[src/rtl/fpu_pkg.sv]
// Shared types and widths for the FPU result collection path.
package fpu_pkg;

  localparam int unsigned HALF_W    = 16;
  localparam int unsigned DATA_W    = 2 * HALF_W;
  localparam int unsigned EXC_W     = 3;
  // Widest sequence tag an entry can carry; collectors use the low TAG_W bits.
  localparam int unsigned TAG_W_MAX = 8;

  typedef enum logic [0:0] {
    COL_IDLE    = 1'b0,
    COL_WAIT_LO = 1'b1
  } col_state_t;

  typedef struct packed {
    logic [DATA_W-1:0]    data;
    logic [EXC_W-1:0]     exc;
    logic [TAG_W_MAX-1:0] tag;
  } result_entry_t;

endpackage

[src/rtl/fpu_result_fifo.sv]
// Synchronous FIFO of result entries; head entry is visible without a pop.
module fpu_result_fifo
  import fpu_pkg::*;
#(
  parameter int unsigned DEPTH = 4,
  localparam int unsigned PTR_W = $clog2(DEPTH),
  localparam int unsigned CNT_W = PTR_W + 1
) (
  input  logic             clk,
  input  logic             rst_n,
  input  logic             push,
  input  logic             pop,
  input  result_entry_t    wr_entry,
  output result_entry_t    head,
  output logic             empty,
  output logic             full,
  output logic [CNT_W-1:0] count
);

  result_entry_t    mem [DEPTH];
  logic [PTR_W-1:0] wr_ptr;
  logic [PTR_W-1:0] rd_ptr;
  logic             do_push;
  logic             do_pop;

  // A push into a full FIFO is legal only when the head leaves in the same cycle.
  assign do_pop  = pop & ~empty;
  assign do_push = push & (~full | do_pop);

  always_ff @(posedge clk) begin
    if (!rst_n) begin
      wr_ptr <= '0;
      rd_ptr <= '0;
      count  <= '0;
    end else begin
      if (do_push) wr_ptr <= wr_ptr + PTR_W'(1);
      if (do_pop)  rd_ptr <= rd_ptr + PTR_W'(1);
      case ({do_push, do_pop})
        2'b10:   count <= count + CNT_W'(1);
        2'b01:   count <= count - CNT_W'(1);
        default: count <= count;
      endcase
    end
  end

  always_ff @(posedge clk) begin
    if (do_push) mem[wr_ptr] <= wr_entry;
  end

  assign head  = mem[rd_ptr];
  assign empty = (count == '0);
  assign full  = (count == CNT_W'(DEPTH));

endmodule

[src/rtl/fpu_result_collector.sv]
// Rebuilds two-beat FPU results into tagged 32-bit entries and queues them for the host.
module fpu_result_collector
  import fpu_pkg::*;
#(
  parameter int unsigned DEPTH = 4,
  parameter int unsigned TAG_W = 4,
  localparam int unsigned CNT_W = $clog2(DEPTH) + 1
) (
  input  logic              CLK,
  input  logic              RSTn,
  input  logic [HALF_W-1:0] DOUT,
  input  logic              DOV,
  input  logic [EXC_W-1:0]  EXC,
  output logic              DOA,
  output logic [DATA_W-1:0] RES_DATA,
  output logic [EXC_W-1:0]  RES_EXC,
  output logic [TAG_W-1:0]  RES_TAG,
  output logic              RES_VALID,
  input  logic              RES_READY,
  output logic [CNT_W-1:0]  COUNT,
  output logic              FULL,
  output logic              PROTO_ERR,
  input  logic              CLR_ERR
);

  col_state_t        state;
  col_state_t        state_nxt;
  logic [HALF_W-1:0] hi_reg;
  logic [TAG_W-1:0]  tag;
  logic              hi_load;
  logic              push;
  logic              err_set;
  logic              pop;
  logic              space;
  logic              empty;
  result_entry_t     wr_entry;
  result_entry_t     head;
  logic              unused_head_tag;

  assign pop   = RES_VALID & RES_READY;
  assign space = ~FULL | pop;

  // High beat is always captured; the low beat waits for FIFO space, and losing DOV there is an error.
  always_comb begin
    state_nxt = state;
    hi_load   = 1'b0;
    push      = 1'b0;
    err_set   = 1'b0;
    DOA       = 1'b0;
    case (state)
      COL_IDLE: begin
        if (DOV) begin
          hi_load   = 1'b1;
          state_nxt = COL_WAIT_LO;
        end
      end
      COL_WAIT_LO: begin
        if (!DOV) begin
          err_set   = 1'b1;
          state_nxt = COL_IDLE;
        end else if (space) begin
          DOA       = 1'b1;
          push      = 1'b1;
          state_nxt = COL_IDLE;
        end
      end
      default: state_nxt = COL_IDLE;
    endcase
  end

  always_ff @(posedge CLK) begin
    if (!RSTn) begin
      state     <= COL_IDLE;
      tag       <= '0;
      PROTO_ERR <= 1'b0;
    end else begin
      state <= state_nxt;
      if (push) tag <= tag + TAG_W'(1);
      if (err_set)      PROTO_ERR <= 1'b1;
      else if (CLR_ERR) PROTO_ERR <= 1'b0;
    end
  end

  // Stale contents after reset are harmless: the state returns to IDLE.
  always_ff @(posedge CLK) begin
    if (hi_load) hi_reg <= DOUT;
  end

  assign wr_entry.data = {hi_reg, DOUT};
  assign wr_entry.exc  = EXC;
  assign wr_entry.tag  = TAG_W_MAX'(tag);

  fpu_result_fifo #(
    .DEPTH (DEPTH)
  ) u_fifo (
    .clk      (CLK),
    .rst_n    (RSTn),
    .push     (push),
    .pop      (pop),
    .wr_entry (wr_entry),
    .head     (head),
    .empty    (empty),
    .full     (FULL),
    .count    (COUNT)
  );

  assign RES_VALID       = ~empty;
  assign RES_DATA        = head.data;
  assign RES_EXC         = head.exc;
  assign RES_TAG         = head.tag[TAG_W-1:0];
  assign unused_head_tag = ^head.tag;

endmodule
[config.mk]
export PLATFORM = sky130hd
export DESIGN_NAME = fpu_result_collector
export DESIGN_NICKNAME = d
export VERILOG_FILES = /design/src/rtl/fpu_pkg.sv /design/src/rtl/fpu_result_fifo.sv /design/src/rtl/fpu_result_collector.sv
export SDC_FILE = /design/constraint.sdc
export NUM_CORES = 1
export LEC_CHECK = 0
export BUFFER_PORTS_ARGS = -buffer_cell sky130_fd_sc_hd__buf_4
export CORE_MARGIN = 4
export CORE_UTILIZATION = 66
export CTS_BUF_LIST = sky130_fd_sc_hd__clkbuf_8
export CTS_CLUSTER_DIAMETER = 40
export CTS_CLUSTER_SIZE = 25
export DETAILED_ROUTE_END_ITERATION = 8
export GPL_TIMING_DRIVEN = 0
export PLACE_DENSITY = 0.95
export SYNTH_ARGS = -nofsm -noshare
export SYNTH_HDL_FRONTEND = slang
export SYNTH_HIERARCHICAL = 1
export SYNTH_SLANG_ARGS = --single-unit
[constraint.sdc]
create_clock -name CLK -period 6.2 [get_ports CLK]
set_input_delay 0.62 -clock CLK [delete_from_list [all_inputs] [get_ports CLK]]
set_output_delay 0.62 -clock CLK [all_outputs]
set_load 0.005 [all_outputs]
### Word-level counts from Yosys, hierarchy flattened

Memory sizes are Yosys's and may differ from the RTL's. A register that Yosys moved wholly into a read port is not among the register bits.
Index checks and enable logic that the tools add are counted.

* $mul: 0
* bitwise logic cells: 8
* reduce and logical (&&, ||, !) cells: 3
* add/sub/neg operators: 5
* shifts and indexed selects: 0
* muxes and demuxes: 17
* magnitude comparators: 0
* equal/unequal tests: 3
* div/mod/pow operators: 0

Operator list (number)
* $mux 1: 13
* $pmux 3 s2: 1
* $add 2x1->2 const B: 2
* $add 4x1->4 const B: 1
* $mux 2: 2
* $reduce_bool 2->1: 2
* $add 3x1->3 const B: 1
* $and 1x1->1: 3
* $eq 3x3->1 const B: 1
* $logic_not 3->1: 1
* $not 1->1: 3
* $sub 3x1->3 const B: 1
* $eq 2x1->1 const B: 1
* $eq 2x2->1 const B: 1
* $or 1x1->1: 2
* $pmux 1 s2: 1

* memories kept: 1
* latch bits: 0
* memory bits (read-only): 0
* flip-flop bits (word level): 29
* RAM bits: 156
* word-level logic and storage cells: 44
* output and inout port bits: 46

Memories
* u_fifo.mem: depth 4, bits a word 39, rd ports 1, clocked after Yosys merged registers in 1, write ports 1, line fpu_result_fifo.sv:20 `result_entry_t mem [DEPTH];`

### Depth between registers and ports, before layout

Gate-level depths: netlist of run 1.

* depth after elaboration: 10
* mapped depth: 10
* mapped depth without buffers: 9

### Hierarchy

Netlist of run 1, hierarchy kept.

By module, submodules not included
* fpu_result_fifo: area an instance 6746.5 µm², seq. area each 5345.1 µm², cells each 285, instances 1
* fpu_result_collector: area an instance 778.2 µm², seq. area each 600.6 µm², cells each 49, instances 1

### Least setup slack after synthesis of run 1

No wires, ideal clock.

* kind: flip-flop to flip-flop
* start: reg u_fifo.count[1]
* end: mem u_fifo/mem[0][0] (netlist bit), enable pin
* stages on the path, launching flop included: 7
* setup time: 405 ps
* arrival: 2446 ps
* slack: 3349 ps
* period minus slack after synthesis: 2851 ps
* cell sequence: dfxtp_1 -> nor3_1 -> nand2b_4 -> a21oi_4 -> buf_2 -> nor2b_2 -> and2_1

* word-level cells in the longest chain between the ends: 10
* elaborated cells between the ends (all ways): 14
* classes of those cells: eq/ne (1); mux (5); bitwise (7); reduce/logical (1)

RTL lines
* start, declared: line fpu_result_fifo.sv:17 `output logic [CNT_W-1:0] count`
* start signal, assigned: line fpu_result_fifo.sv:39 `2'b10: count <= count + CNT_W'(1);`
* start signal, assigned: line fpu_result_fifo.sv:40 `2'b01: count <= count - CNT_W'(1);`
* start signal, assigned: line fpu_result_fifo.sv:41 `default: count <= count;`
* $logic_not 3->1: line fpu_result_fifo.sv:51 `assign empty = (count == '0);`
* named net empty: line fpu_result_collector.sv:35 `logic empty;`
* $not 1->1: line fpu_result_collector.sv:107 `assign RES_VALID = ~empty;`
* $and 1x1->1: line fpu_result_collector.sv:40 `assign pop = RES_VALID & RES_READY;`
* $or 1x1->1: line fpu_result_collector.sv:41 `assign space = ~FULL | pop;`
* $mux 1 (3 in series)
* named net DOA: line fpu_result_collector.sv:14 `output logic DOA,`
* $and 1x1->1: line fpu_result_fifo.sv:28 `assign do_push = push & (~full | do_pop);`
* $mux 1: line fpu_result_fifo.sv:47 `if (do_push) mem[wr_ptr] <= wr_entry;`
* $mux 1 (not written as such): line fpu_result_fifo.sv:47
* end, declared: line fpu_result_fifo.sv:20

The timed path passes the listed nets, and every way through them passes these cells.

==> key figures, run 1 <==
Run status
  • Status: complete, no violations

Pwr
  • Combinational power share: 0.029
  • Switch share: 0.199
  • Net Switching: 452 uW
  • Overall Power: 2280 uW
  • Total power per unit cell area: 279 nW/um^2
  • Sequential power share: 0.617
  • Static leakage: 0.00277 uW
  • Max VDD drop: 0.232 mV
  • Power share of the clock group: 0.355
  • Internal power: 1820 uW

Cells and area
  • Nets: 436
  • Area Overhead vs Synth: 17.4%
  • Commonest non-fill, non-tap cells in the layout: edfxtp_1, buf_4, mux4_2
  • Fin cells: 555
  • Diode count: 0
  • Largest register FFs: 156
  • Finished Cell Area: 8160 sq um
  • Commonest non-fill, non-tap cell in the layout: edfxtp_1
  • Layout cells sized above 1: 0.389

Worst setup path
  • Crit-path max FO: 10
  • Setup crit end: RES_DATA[15]
  • Critical R2R Launch: u_fifo/count[1]$_SDFFE_PN0P_
  • Crit. End Element: output pin
  • Startpoint types: register
  • Worst endpoint required time: 5.58 ns
  • Crit path DAT: 2.22 ns
  • RR Endpoint: u_fifo/mem[1][27]$_DFFE_PP_
  • Worst-case reg-to-reg path depth: 7
  • Crit Path Class: reg2out
  • R2R setup slack: 3.50 ns

Clock tree
  • CTS clock-pin slew for the worst setup and hold paths: 0.08 ns
  • Cts bufs inserted: 17
  • CTS-repair resized insts: 0
  • TritonCTS clock tree: done
  • Hold_buf cts: 0
  • Setup Buffers After CTS: 0
  • Clock sink count: 187
  • H-tree Lvls: 4
  • Worst-Skew Late Latency: 0.44 ns
  • Root buffer selected by CTS: clkbuf_8
  • CTS Buffer Depth: 2

Synthesis
  • Synth warnings: 6
  • Mean Syn Cell Area: 22.2 sq um
  • Synth Instances: 313
  • Net Count, Synth: 343
  • Synth Cell Area: 6950 sq um

Global routing
  • GRT Total Usage: 0.223
  • First-pass GRT wire length: 20100 microns
  • Pin count of the biggest net entering global routing: 29
  • Number of global-route vias before repair: 3491
  • GRT overflow: 0
  • Initial antenna violation count: 0

Place
  • Placed inst area: 7760 sq um
  • Placed Instances: 523
  • Post-DP HPWL: 8190 microns
  • GP Congestion: 0.705
  • PortBufs: 69

Route
  • Vias: 3262
  • First drt pass iteration count: 4
  • Final ANT Viol Nets: 0
  • WL per Instance: 23.1 microns
  • Final WL: 12800 microns
  • DR iter-0 viols: 234
  • DR vias/cell: 5.88
  • Drt drc: 0

Timing
  • Hold Vio Cnt, Final: 0
  • Highest clock rate: 352 MHz
  • Post-Route Skew: 0.0105 ns
  • Final Setup Violations: 0
  • Final min period: 2.84 ns
  • Fin crit share: 0.458
  • Pin slew with the least headroom to its limit: 0.813 ns
  • Post-Route Setup TNS: 0 ns
  • Unrepaired setup endpoints after global routing: false
  • Max Slew Vio Count: 0
  • Relative slew slack: 0.458

Die
  • Core Rows: 37
  • Die ar.: 12200 sq um
  • Die Wd: 111 microns
  • Die H: 111 microns
  • Core footprint: 10300 sq um
  • Num ports: 70
  • Initial core utilization: 0.676

Worst hold path
  • Type of the worst min-delay path: in2reg

Flow run
  • Max Cap Violations: 0
worst max-delay path, stage by stage (launching register included):
cell and delay, ns:
dfxtp_1 0.32, clkbuf_2 0.21, buf_1 0.64, mux4_2 0.45
buf_4 0.16
routing by layer:
layer / vias up / routed length [microns] / global-route usage
met5: - / 0 / 0
met4: 0 / 216 / 0.0813
met3: 15 / 856 / 0.0570
met2: 128 / 6890 / 0.369
met1: 1662 / 4830 / 0.290
li1: 1457 / - / -
area by class of cell:
cell class	instances	area, sq um
Inverter	9	33.8
Multi-Input combinational cell	105	1390
Timing Repair Buffer	74	628
Clock buffer	17	234
Fill cell	506	2120
Sequential cell	187	5470
Buffer	12	71.3
Tap cell	136	170
Clock inverter	15	170
how the worst min path moves through the flow:
stage,startpoint,to,depth (start not counted)
2_1_floorplan,hi_reg[0]$_DFFE_PP_,u_fifo/mem[0][27]$_DFFE_PP_,0
3_3_place_gp,hi_reg[1]$_DFFE_PP_,u_fifo/mem[2][28]$_DFFE_PP_,0
3_5_place_dp,hi_reg[7]$_DFFE_PP_,u_fifo/mem[0][34]$_DFFE_PP_,0
4_1_cts,EXC[0],u_fifo/mem[1][8]$_DFFE_PP_,1
5_1_grt,EXC[0],u_fifo/mem[2][8]$_DFFE_PP_,1
6_report,EXC[0],u_fifo/mem[2][8]$_DFFE_PP_,1
metrics by stage:
step	setup slack [ns]	hold slack, ns	utilization
2_1_floorplan	3.44	0.459	-
3_3_place_gp	2.66	0.464	0.743
3_5_place_dp	3.47	0.484	0.755
4_1_cts	3.37	0.354	0.794
5_1_grt	3.28	0.345	0.794
6_report	3.36	0.380	0.794
power groups by stage:
stage               clock network, uW  logic [uW]  registers (uW)
floorplan                           0        23.3            1430
global placement                    0        58.4            1430
detailed placement                  0        65.8            1430
CTS                               815        66.2            1400
global route                      883        70.6            1410
finish                            807        65.2            1400
No activity file was read; power rests on OpenSTA's default activity.
==> inputs of run 2 (changes only) <==
ABC_AREA = 1   (was default)
CORE_UTILIZATION = 55   (was 66)
PLACE_DENSITY = 0.87   (was 0.95)
clock period = 2.6 ns   (was 6.2 ns; I/O delays follow)
==> key figures, run 2 <==
Run status
  • Status: complete, no violations (unchanged)

Die
  • Die H: 122 microns (was 111 microns)
  • Die Wd: 122 microns (was 111 microns)
  • Core footprint: 12600 sq um (was 10300 sq um)
  • Core Rows: 41 (was 37)
  • Die ar.: 14800 sq um (was 12200 sq um)
  • Initial core utilization: 0.563 (was 0.676)
  • Num ports: 70 (unchanged)

Pwr
  • Sequential power share: 0.610 (was 0.617)
  • Power share of the clock group: 0.328 (was 0.355)
  • Overall Power: 5520 uW (was 2280 uW)
  • Internal power: 4260 uW (was 1820 uW)
  • Max VDD drop: 0.261 mV (was 0.232 mV)
  • Static leakage: 0.00304 uW (was 0.00277 uW)
  • Combinational power share: 0.062 (was 0.029)
  • Net Switching: 1260 uW (was 452 uW)
  • Switch share: 0.228 (was 0.199)
  • Total power per unit cell area: 645 nW/um^2 (was 279 nW/um^2)

Cells and area
  • Final Util: 0.679 (was 0.794)
  • Layout filler cell count: 825 (was 506)
  • Commonest non-fill, non-tap cell in the layout: edfxtp_1 (unchanged)
  • Nets: 655 (was 436)
  • Largest register FFs: 156 (unchanged)
  • Multi-input logic area: 1430 sq um (was 1390 sq um)
  • Diode count: 0 (unchanged)
  • Sequential cell area: 5470 sq um (unchanged)
  • Commonest non-fill, non-tap cells in the layout: edfxtp_1, nor2_1, buf_4 (was edfxtp_1, buf_4, mux4_2)
  • Layout cells sized above 1: 0.226 (was 0.389)
  • Area Overhead vs Synth: 20.7% (was 17.4%)
  • Finished Cell Area: 8570 sq um (was 8160 sq um)

Clock tree
  • Cts bufs inserted: 17 (unchanged)
  • Clock sink count: 187 (unchanged)
  • CTS-repair resized insts: 0 (unchanged)
  • H-tree Lvls: 4 (unchanged)
  • CTS clock-pin slew for the worst setup and hold paths: 0.09 ns (was 0.08 ns)
  • Worst-Skew Late Latency: 0.47 ns (was 0.44 ns)
  • Root buffer selected by CTS: clkbuf_8 (unchanged)
  • TritonCTS clock tree: done (unchanged)
  • CTS Buffer Depth: 2 (unchanged)

Global routing
  • GRT Total Usage: 0.223 (about the same)
  • Pin count of the biggest net entering global routing: 28 (was 29)
  • GRT overflow: 0 (unchanged)
  • First-pass GRT wire length: 24300 microns (was 20100 microns)
  • Number of global-route vias before repair: 4597 (was 3491)
  • Initial antenna violation count: 0 (unchanged)
  • Global route hottest layer: met2 (unchanged)
  • GR Util met2: 0.379 (was 0.369)
  • Met3 GRT Util: 0.0557 (was 0.0570)
  • Met1 Use GR: 0.269 (was 0.290)

Worst setup path
  • Critical Path Most Common Cell: inv_1
  • CP max stage cell: fa_1 (was buf_1)
  • Crit Path Class: reg2reg (was reg2out)
  • Worst path cell trace: nor2_4 -> nand2_4 -> inv_1 -> inv_2 -> nand2_2 -> nand2_2 -> nand3_2 -> inv_1 -> inv_1 -> nand3_2 -> fa_1 -> inv_1 -> nand4_2 -> a21oi_1 -> nor2_1 (was clkbuf_2 -> buf_1 -> mux4_2 -> buf_4)
  • Crit path DAT: 2.75 ns (was 2.22 ns)
  • Crit. End Element: register (was output pin)
  • Slowest stage delay, CP: 0.42 ns (was 0.64 ns)
  • Crit-path max FO: 6 (was 10)
  • Startpoint types: register (unchanged)
  • Worst endpoint required time: 2.97 ns (was 5.58 ns)

Route
  • DR iter-0 viols: 549 (was 234)
  • Vias: 4664 (was 3262)
  • First drt pass iteration count: 5 (was 4)
  • WL per Instance: 20.1 microns (was 23.1 microns)
  • Final ANT Viol Nets: 0 (unchanged)
  • DR vias/cell: 5.76 (was 5.88)
  • Drt drc: 0 (unchanged)
  • Final WL: 16300 microns (was 12800 microns)

Timing
  • Hold Vio Cnt, Final: 0 (unchanged)
  • Post-Route Skew: 0.0143 ns (was 0.0105 ns)
  • Pin slew with the least headroom to its limit: 0.521 ns (was 0.813 ns)
  • Setup ws final: 0.220 ns (was 3.36 ns)
  • Hold slack: 0.0466 ns (was 0.380 ns)
  • Highest clock rate: 420 MHz
  • Max Slew Vio Count: 0 (unchanged)
  • Final Setup Violations: 0 (unchanged)
  • Final min period: 2.38 ns
  • Fin crit share: 0.916
  • Unrepaired setup endpoints after global routing: false (unchanged)
  • Relative slew slack: 0.653 (was 0.458)

Flow run
  • Max Cap Violations: 0 (unchanged)

Worst hold path
  • Type of the worst min-delay path: in2reg (unchanged)

Synthesis
  • Synth Cell Area: 7100 sq um (was 6950 sq um)
  • Synth Instances: 509 (was 313)
  • Net Count, Synth: 539 (was 343)
  • Mean Syn Cell Area: 14.0 sq um (was 22.2 sq um)
  • Synth warnings: 6 (unchanged)

Place
  • Post-DP HPWL: 9860 microns (was 8190 microns)
  • GP Congestion: 0.820 (was 0.705)
  • Placed inst area: 7960 sq um (was 7760 sq um)
  • PortBufs: 69 (unchanged)
  • Pre-CTS WS: 0.0140 ns (was 3.47 ns)
[run 2: layer usage]
metal | vias up | wire length, microns
li1 | 2094 | -
met1 | 2259 | 6090
met2 | 271 | 8390
met3 | 40 | 1340
met4 | 0 | 434
met5 | - | 0
[run 2: worst paths after layout]
check,from,endpoint,slack [ns],depth (start not counted)
worst max-delay path,u_fifo/count[0]$_SDFFE_PN0P_,u_fifo/count[2]$_SDFFE_PN0P_,0.22,15
worst min-delay path,CLR_ERR,PROTO_ERR$_SDFFE_PN0P_,0.05,4
worst max register to register,u_fifo/count[0]$_SDFFE_PN0P_,u_fifo/count[2]$_SDFFE_PN0P_,0.22,15
worst min register to register,PROTO_ERR$_SDFFE_PN0P_,PROTO_ERR$_SDFFE_PN0P_,0.48,2
[run 2: power by group through the flow]
stage | clock, uW | combinational [uW] | sequential (uW)
floorplan | 0 | 142 | 3430
global placement | 0 | 286 | 3440
detailed placement | 0 | 310 | 3440
CTS | 1820 | 338 | 3370
global route | 1970 | 368 | 3380
finish | 1810 | 340 | 3370
[run 2: metrics by stage]
stage	TNS (ns)	std cells
detailed placement	0	755
global route	0	810
global placement	-150.22	750
finish	0	810
floorplan	-18.75	509
CTS	0	805
[run 2: area by class of cell]
cell class              count  share of cell area
repair buffers             97              0.0987
plain buffers              26              0.0148
clock buffers              17              0.0273
flip-flops and latches    187               0.638
clock inverters            15              0.0162
well taps                 172              0.0251
multi-input cells         267               0.167
inverters                  29              0.0127
[run 2: critical path: cells and delay by family (launching register included)]
kind | cells | cell delay [ns]
adders and majority gates | 1 | 0.42
and+or+nand+nor | 8 | 0.86
buffers and inverters | 5 | 0.50
AOI/OAI and AO/OA | 1 | 0.14
DFF | 1 | 0.37
[run 2: repair_timing]
action | CTS | global route
gates cloned | 0 | 0
pin swaps | 1 | 3
hold endpoints to repair | 66 | 5
setup endpoints to repair | 22 | 79
hold buffers | 17 | 2
buffers inserted | 1 | 3
==> inputs of run 3 (changes only) <==
==> constraint.sdc (replaced) <==
create_clock -name CLK -period 2.6 [get_ports CLK]
set_input_delay 0.52 -clock CLK [delete_from_list [all_inputs] [get_ports CLK]]
set_output_delay 0.52 -clock CLK [all_outputs]
set_load 0.005 [all_outputs]
==> key figures, run 3 (same netlist as run 2, synthesis figures left out) <==
Route
  • Vias: 4581 (was 4664)
  • First drt pass iteration count: 5 (unchanged)
  • Final WL: 16300 microns (about the same)
  • DR top layer: met4 (unchanged)
  • WL per Instance: 20.6 microns (was 20.1 microns)
  • DR iter-0 viols: 569 (was 549)
  • Drt drc: 0 (unchanged)
  • DR vias/cell: 5.79 (was 5.76)
  • Final ANT Viol Nets: 0 (unchanged)
  • Met1 Routed Length: 5960 microns (was 6090 microns)
  • DR WL met3: 1430 microns (was 1340 microns)
  • DR WL met2: 8540 microns (was 8390 microns)

Worst setup path
  • Worst path top cell family by delay: buffers and inverters (was simple AND/OR/NAND/NOR gates)
  • CP max stage cell: dfxtp_1 (was fa_1)
  • Slowest stage delay, CP: 0.46 ns (was 0.42 ns)
  • Crit-path max FO: 10 (was 6)
  • Crit. End Element: output pin (was register)
  • Buffers and inverters on the worst path: 3 (was 5)
  • Startpoint types: register (unchanged)
  • Worst-case reg-to-reg path depth: 15 (unchanged)
  • Crit Path Class: reg2out (was reg2reg)
  • Critical Path Most Common Cell: buf_4 (was inv_1)
  • RR Endpoint: u_fifo/count[2]$_SDFFE_PN0P_ (unchanged)
  • R2R setup slack: 0.23 ns (was 0.22 ns)
  • Worst endpoint required time: 2.08 ns (was 2.97 ns)
  • Worst path cell trace: buf_4 -> buf_2 -> nor2_1 -> o22ai_1 -> buf_4 (was nor2_4 -> nand2_4 -> inv_1 -> inv_2 -> nand2_2 -> nand2_2 -> nand3_2 -> inv_1 -> inv_1 -> nand3_2 -> fa_1 -> inv_1 -> nand4_2 -> a21oi_1 -> nor2_1)
  • Critical R2R Launch: u_fifo/count[0]$_SDFFE_PN0P_ (unchanged)
  • Crit path DAT: 1.99 ns (was 2.75 ns)

Die
  • Die Wd: 122 microns (unchanged)
  • Die H: 122 microns (unchanged)
  • Core footprint: 12600 sq um (unchanged)
  • Core Rows: 41 (unchanged)
  • Initial core utilization: 0.563 (unchanged)
  • Die ar.: 14800 sq um (unchanged)
  • Num ports: 70 (unchanged)

Clock tree
  • Root buffer selected by CTS: clkbuf_8 (unchanged)
  • H-tree Lvls: 4 (unchanged)
  • Cts bufs inserted: 17 (unchanged)
  • CTS clock-pin slew for the worst setup and hold paths: 0.09 ns (about the same)
  • CTS Buffer Depth: 2 (unchanged)
  • Clock sink count: 187 (unchanged)
  • Worst-Skew Late Latency: 0.47 ns (about the same)
  • TritonCTS clock tree: done (unchanged)

Cells and area
  • Nets: 636 (was 655)
  • Commonest non-fill, non-tap cells in the layout: edfxtp_1, nor2_1, buf_4 (unchanged)
  • Multi-input logic area: 1430 sq um (unchanged)
  • Largest register FFs: 156 (unchanged)
  • Commonest non-fill, non-tap cell in the layout: edfxtp_1 (unchanged)
  • Layout filler cell count: 848 (was 825)
  • Area Overhead vs Synth: 18.1% (was 20.7%)
  • Final Util: 0.665 (was 0.679)
  • Diode count: 0 (unchanged)
  • Sequential cell area: 5470 sq um (unchanged)
  • Layout cells sized above 1: 0.246 (was 0.226)

Place
  • PortBufs: 69 (unchanged)
  • Post-DP HPWL: 9860 microns (unchanged)
  • GP Congestion: 0.820 (unchanged)
  • Pre-CTS WS: 0.0140 ns (unchanged)

Worst hold path
  • Type of the worst min-delay path: in2reg (unchanged)
  • HP Start: EXC[0] (was CLR_ERR)
  • Hold Path Cell Cnt: 1 (was 4)
  • Worst Hold End: u_fifo/mem[0][8]$_DFFE_PP_ (was PROTO_ERR$_SDFFE_PN0P_)

Pwr
  • Overall Power: 5510 uW (was 5520 uW)
  • Static leakage: 0.00299 uW (was 0.00304 uW)
  • Max VDD drop: 0.260 mV (was 0.261 mV)
  • Total power per unit cell area: 656 nW/um^2 (was 645 nW/um^2)

Timing
  • Unrepaired setup endpoints after global routing: true (was false)
  • Post-Route Setup TNS: 0 ns (unchanged)
  • Highest clock rate: 399 MHz (was 420 MHz)
  • Relative slew slack: 0.652 (was 0.653)
  • Fin crit share: 0.964 (was 0.916)
  • Pin slew with the least headroom to its limit: 0.522 ns (was 0.521 ns)
  • Setup ws final: 0.0933 ns (was 0.220 ns)
  • Hold Vio Cnt, Final: 0 (unchanged)
  • Max Slew Vio Count: 0 (unchanged)
  • Post-Route Skew: 0.0135 ns (was 0.0143 ns)
  • Final min period: 2.51 ns (was 2.38 ns)
  • Final Setup Violations: 0 (unchanged)

Run status
  • Status: complete, no violations (unchanged)

Global routing
  • GRT Total Usage: 0.221 (was 0.223)
  • GRT overflow: 0 (unchanged)
  • Initial antenna violation count: 0 (unchanged)
  • Pin count of the biggest net entering global routing: 28 (unchanged)
  • First-pass GRT wire length: 24000 microns (was 24300 microns)
  • Number of global-route vias before repair: 4526 (was 4597)

Flow run
  • Max Cap Violations: 0 (unchanged)
[run 3: metal layers]
metal	track usage	vias to the layer above
li1	-	2056
met1	0.263	2221
met2	0.378	266
met3	0.0590	38
met4	0.0994	0
met5	0	-
[run 3: worst max path at each step]
stage | start | endpoint | slack, ns | cells past startpoint
after CTS | register | RES_DATA[16] | 0.01 | 4
after global routing | register | RES_DATA[24] | -0.008 | 4
after floorplan | u_fifo/count[2]$_SDFFE_PN0P_ | u_fifo/mem[0][0]$_DFFE_PP_ | -0.12 | 10
after global placement | u_fifo/count[0]$_SDFFE_PN0P_ | u_fifo/mem[3][30]$_DFFE_PP_ | -1.02 | 10
after detailed placement | u_fifo/count[0]$_SDFFE_PN0P_ | u_fifo/mem[0][25]$_DFFE_PP_ | 0.01 | 11
final | register | RES_DATA[10] | 0.09 | 5
[run 3: repair_timing]
| action | CTS | global route |
|---|---|---|
| gates resized for setup | 1 | 14 |
| hold buffers | 0 | 0 |
| pin swaps | 1 | 3 |
| setup endpoints to repair | 23 | 99 |
| setup buffers | 1 | 3 |
[run 3: cell type report]
type / instances / area share
sequential: 187 / 0.652
tap: 172 / 0.0257
timing repair buffer: 78 / 0.0782
inverter: 29 / 0.0130
clock buffer: 17 / 0.0279
clock inverter: 15 / 0.0166
multi-input combinational: 267 / 0.171
buffer: 26 / 0.0163
[run 3: per-stage QoR]
stage	std cells	hold slack [ns]	cell area, sq um
after floorplan	509	0.418	7110
after CTS	788	0.225	8360
after global placement	750	0.434	7840
final	791	0.249	8390
after detailed placement	755	0.449	7960
after global routing	791	0.222	8390
[run 3: power by group]
part | total [uW] | leakage [uW] | switching [uW] | internal, uW
Clock | 1820 | 0.000189 | 1040 | 777
Combinational | 319 | 0.00111 | 189 | 130
Sequential | 3370 | 0.00169 | 35.3 | 3340
